File: src/rtl/imu_pkg.sv
// Shared angle types and constants for the IMU fusion blocks.
// Angles are signed 16-bit, 1 LSB = 1/128 degree, legal range [-23040, +23039].
package imu_pkg;

  localparam int ANGLE_180 = 23040;
  localparam int ANGLE_360 = 46080;

  typedef logic signed [15:0] angle_t;
  typedef logic signed [17:0] wide_t;

  typedef enum logic [2:0] {
    IDLE,
    START,
    WAIT,
    CAPTURE,
    BLEND
  } cf_state_t;

endpackage

File: src/rtl/angle_wrap.sv
// Folds an 18-bit signed angle sum back into [-180, +180) degrees.
// A single correction step suffices because both addends are already legal angles.
module angle_wrap
  import imu_pkg::*;
(
  input  wide_t  v_i,
  output angle_t wrapped_o
);

  localparam wide_t POS_LIM = wide_t'(ANGLE_180);
  localparam wide_t NEG_LIM = -wide_t'(ANGLE_180);
  localparam wide_t SPAN    = wide_t'(ANGLE_360);

  wide_t fixed;

  // NOTE: assigning a default first keeps every path covered so no latch is inferred.
  always_comb begin
    fixed = v_i;
    if (v_i >= POS_LIM)     fixed = v_i - SPAN;
    else if (v_i < NEG_LIM) fixed = v_i + SPAN;
  end

  assign wrapped_o = angle_t'(fixed);

endmodule

File: src/rtl/complementary_filter.sv
// Tilt-angle fusion: drives the atan2 unit, then blends its angle with a gyro prediction.
// Optional build macro CF_WATCHDOG_EN adds a WAIT-state timeout with a sticky wd_err.
module complementary_filter
  import imu_pkg::*;
#(
  parameter int ALPHA_SHIFT = 5,
  parameter int GYRO_SHIFT  = 4,
  parameter int WD_LIMIT    = 31
) (
  input  logic   clk,
  input  logic   n_rst,
  input  logic   sample_valid,
  output logic   sample_ready,
  input  angle_t accel_x,
  input  angle_t accel_y,
  input  angle_t gyro_rate,
  output logic   atan_start,
  output angle_t atan_x,
  output angle_t atan_y,
  input  logic   atan_done,
  input  angle_t atan_angle,
  output angle_t angle_est,
  output logic   est_valid,
  output logic   wd_err
);

  if (WD_LIMIT < 1) begin : g_bad_wd_limit
    $error("WD_LIMIT must be at least 1");
  end

  cf_state_t state_q, state_d;
  angle_t    atan_x_q, atan_y_q, gyro_q, acc_q, pred_q, est_q;
  logic      seeded_q, gyro_only_q;
  logic      timeout;

  angle_t gyro_delta, corr, pred_w, diff_w, est_w, est_new;

  assign gyro_delta = gyro_q >>> GYRO_SHIFT;
  assign corr       = diff_w >>> ALPHA_SHIFT;

  angle_wrap u_wrap_pred (
    .v_i      (wide_t'(est_q) + wide_t'(gyro_delta)),
    .wrapped_o(pred_w)
  );

  angle_wrap u_wrap_diff (
    .v_i      (wide_t'(acc_q) - wide_t'(pred_q)),
    .wrapped_o(diff_w)
  );

  angle_wrap u_wrap_est (
    .v_i      (wide_t'(pred_q) + wide_t'(corr)),
    .wrapped_o(est_w)
  );

  // A timeout with no seed yet has nothing to predict from, so the estimate holds.
  always_comb begin
    est_new = est_w;
    if (gyro_only_q)    est_new = seeded_q ? pred_q : est_q;
    else if (!seeded_q) est_new = acc_q;
  end

  always_comb begin
    state_d      = state_q;
    sample_ready = 1'b0;
    atan_start   = 1'b0;
    est_valid    = 1'b0;
    unique case (state_q)
      IDLE: begin
        sample_ready = 1'b1;
        if (sample_valid) state_d = START;
      end
      START: begin
        atan_start = 1'b1;
        state_d    = WAIT;
      end
      WAIT: begin
        if (atan_done)    state_d = CAPTURE;
        else if (timeout) state_d = BLEND;
      end
      CAPTURE: state_d = BLEND;
      BLEND: begin
        est_valid = 1'b1;
        state_d   = IDLE;
      end
      default: state_d = IDLE;
    endcase
  end

  // The fresh estimate is presented combinationally so it is valid alongside est_valid.
  assign angle_est = est_valid ? est_new : est_q;
  assign atan_x    = atan_x_q;
  assign atan_y    = atan_y_q;

  // NOTE: state uses non-blocking assignments so every flop samples pre-edge values.
  always_ff @(posedge clk or negedge n_rst) begin
    if (!n_rst) begin
      // NOTE: datapath registers are reset too; they are few and drive visible outputs.
      state_q     <= IDLE;
      atan_x_q    <= '0;
      atan_y_q    <= '0;
      gyro_q      <= '0;
      acc_q       <= '0;
      pred_q      <= '0;
      est_q       <= '0;
      seeded_q    <= 1'b0;
      gyro_only_q <= 1'b0;
    end else begin
      state_q <= state_d;
      if (state_q == IDLE && sample_valid) begin
        atan_x_q    <= accel_x;
        atan_y_q    <= accel_y;
        gyro_q      <= gyro_rate;
        gyro_only_q <= 1'b0;
      end
      if (state_q == CAPTURE) begin
        acc_q  <= atan_angle;
        pred_q <= pred_w;
      end
      if (state_q == WAIT && !atan_done && timeout) begin
        pred_q      <= pred_w;
        gyro_only_q <= 1'b1;
      end
      if (state_q == BLEND) begin
        est_q <= est_new;
        if (!gyro_only_q) seeded_q <= 1'b1;
      end
    end
  end

`ifdef CF_WATCHDOG_EN
  localparam int WD_W = $clog2(WD_LIMIT + 1);

  logic [WD_W-1:0] wd_cnt_q;
  logic            wd_err_q;

  assign timeout = (state_q == WAIT) && (wd_cnt_q == WD_W'(WD_LIMIT - 1));
  assign wd_err  = wd_err_q;

  always_ff @(posedge clk or negedge n_rst) begin
    if (!n_rst) begin
      wd_cnt_q <= '0;
      wd_err_q <= 1'b0;
    end else begin
      wd_cnt_q <= (state_q == WAIT) ? wd_cnt_q + 1'b1 : '0;
      if (timeout && !atan_done) wd_err_q <= 1'b1;
    end
  end
`else
  assign timeout = 1'b0;
  assign wd_err  = 1'b0;
`endif

endmodule

File: config.mk
export PLATFORM = sky130hd
export DESIGN_NAME = complementary_filter
export DESIGN_NICKNAME = d
export VERILOG_FILES = /design/src/rtl/imu_pkg.sv /design/src/rtl/angle_wrap.sv /design/src/rtl/complementary_filter.sv
export SDC_FILE = /design/constraint.sdc
export NUM_CORES = 1
export LEC_CHECK = 0
export ABC_AREA = 0
export CAP_MARGIN = 20
export CORE_UTILIZATION = 55
export DETAILED_ROUTE_END_ITERATION = 6
export PLACE_DENSITY = 0.9
export SLEW_MARGIN = 20
export SYNTH_ARGS = -nofsm -noshare
export SYNTH_HDL_FRONTEND = slang
export SYNTH_HIERARCHICAL = 1
export SYNTH_SLANG_ARGS = --single-unit
File: constraint.sdc
create_clock -name clk -period 8.9 [get_ports clk]
set_input_delay 1.335 -clock clk [delete_from_list [all_inputs] [get_ports clk]]
set_output_delay 1.335 -clock clk [all_outputs]
set_load 0.02 [all_outputs]
==> metrics <==
Core Rows=41; total core area=0.0128 mm^2; Setup TNS=0 ns; Total GRT Usage=27.9%; syn_area_per_cell=9.20 um^2; Starting Density=57.1%; Max Slew Vio Count=0; Final Hold Fails=0; Post-Syn Instances=792; critical path class=reg2out; area post-placement=0.00828 mm^2; clk buf depth=2; Syn Nets=923; global-route wire length before repair=29.4 mm; clk root buf=clkbuf_16; Worst Path Buf+Inv=5; Worst Path Arrival=7.18 ns; DR vias=6,153; min cycle time layout=8.52 ns; total global routing overflow=0; commonest non-fill, non-tap cell in the layout=clkdlybuf4s50_1; crit-path max cell delay=0.53 ns; Max-Slew Margin vs Limit=33.9%; status=complete, no violations; clk_lat worst skew=0.36 ns; io pins=120; skew final=0.00879 ns; GP Congestion=0.910; DRC=0; WL per Instance=17.0 um; Hold WC Path Type=reg2reg; Final Setup Violations=0; hold buffer count at CTS=0; RSZ-0062 raised after global routing=no; cell repeated most along the worst path=a21oi_1; Die Width=117 um; Critical Path Sink Type=output pin; largest net degree at the start of global routing=53; TritonCTS clock tree=built; CTS Buf Count=9; crit start category=flip-flop; Post-Layout Inst Area=0.00867 mm^2; Detailed Place HPWL=12.6 mm; worst path required time=7.57 ns; kind of cell adding the most delay to the critical path=compound AO/OA/AOI/OAI gates; die height=117 um; Netlist Area Pre-Place=0.00729 mm^2; CTS HTree Levels=3; initial antenna violation count=0; diodes inserted=0; CTS clk-pin slew, worst paths=0.07 ns; die area=0.0137 mm^2; fin crit share=95.7%; layout cells sized above 1=12.4%; vias per cell=5.94; DRT antenna net count=0; Initial DRC Count=443; number of nets in the layout=989; Max-Cap Viols=0; Critical Path Fanout Max=7; fmax=117 MHz; vias in the first global route=6,097; Area Growth Syn to Fin=18.9%; final WL=17.6 mm; drt first pass iters=5; Synth Warn #=6; clock sink count=96; port buffer count=114; # fillers=950; CP max stage cell=a311o_2; most frequent cells in the layout=107 x clkdlybuf4s50_1, 96 x dfrtp_1, 93 x nand2_1, 60 x ha_1, 58 x a21oi_1; worst reg-to-reg setup slack=2.26 ns; slew of the pin with the lowest slew margin=0.992 ns
==> cell type report <==
class	instances	area [um^2]	area share, %
clock buffer	10	239	2.76
clock inverter	6	81.3	0.938
inverter	34	128	1.47
multi-input combinational	592	4370	50.4
sequential	96	2400	27.7
tap	172	215	2.48
timing repair buffer	125	1240	14.3
==> per-layer routing <==
layer | vias up | wire [um] | share of wire [%] | GRT usage (%)
met5 | - | 0 | 0 | 0
met4 | 0 | 571 | 3.2 | 11.1
met3 | 59 | 1100 | 6.2 | 7.21
met2 | 231 | 8770 | 50 | 47.7
met1 | 2933 | 7200 | 41 | 33.8
li1 | 2930 | - | - | -
==> state kept, by name (all words and copies together) (netlist names) <==
signal	flops
atan_x	16
atan_y	16
state_q	3
gyro_q	12
seeded_q	1
pred_q	16
est_q	16
acc_q	16
==> final timing paths <==
kind	startpoint	to	cells after the start
setup / recovery	acc_q[0]	angle_est[11]	29
hold / removal	atan_x[9]	atan_x[9]	1
setup reg to reg	acc_q[0]	est_q[11]	28
hold reg to reg	atan_x[9]	atan_x[9]	1
max in group asynchronous	n_rst	atan_y[4]	2
min in group asynchronous	n_rst	acc_q[1]	1
==> per-stage QoR <==
step | hold slack [ns] | std cells | util [%] | setup slack [ns]
after floorplan | 0.469 | 792 | - | 1.63
after global placement | 0.489 | 1016 | 64.8 | 0.605
after detailed placement | 0.496 | 1016 | 64.8 | 0.387
after CTS | 0.511 | 1032 | 67.4 | 0.0279
after global routing | 0.524 | 1035 | 67.9 | 0.0102
final | 0.505 | 1035 | 67.9 | 0.381
==> timing repair <==
item	4_1_cts	5_1_grt
pin swaps	0	1
buffers inserted	0	3
endpoints found under the setup margin	5	6
resized for setup	1	12
hold endpoints to repair	0	0
Power is not shown: default switching activity piles up to over one toggle a cycle in this logic, so the estimate is an artifact.
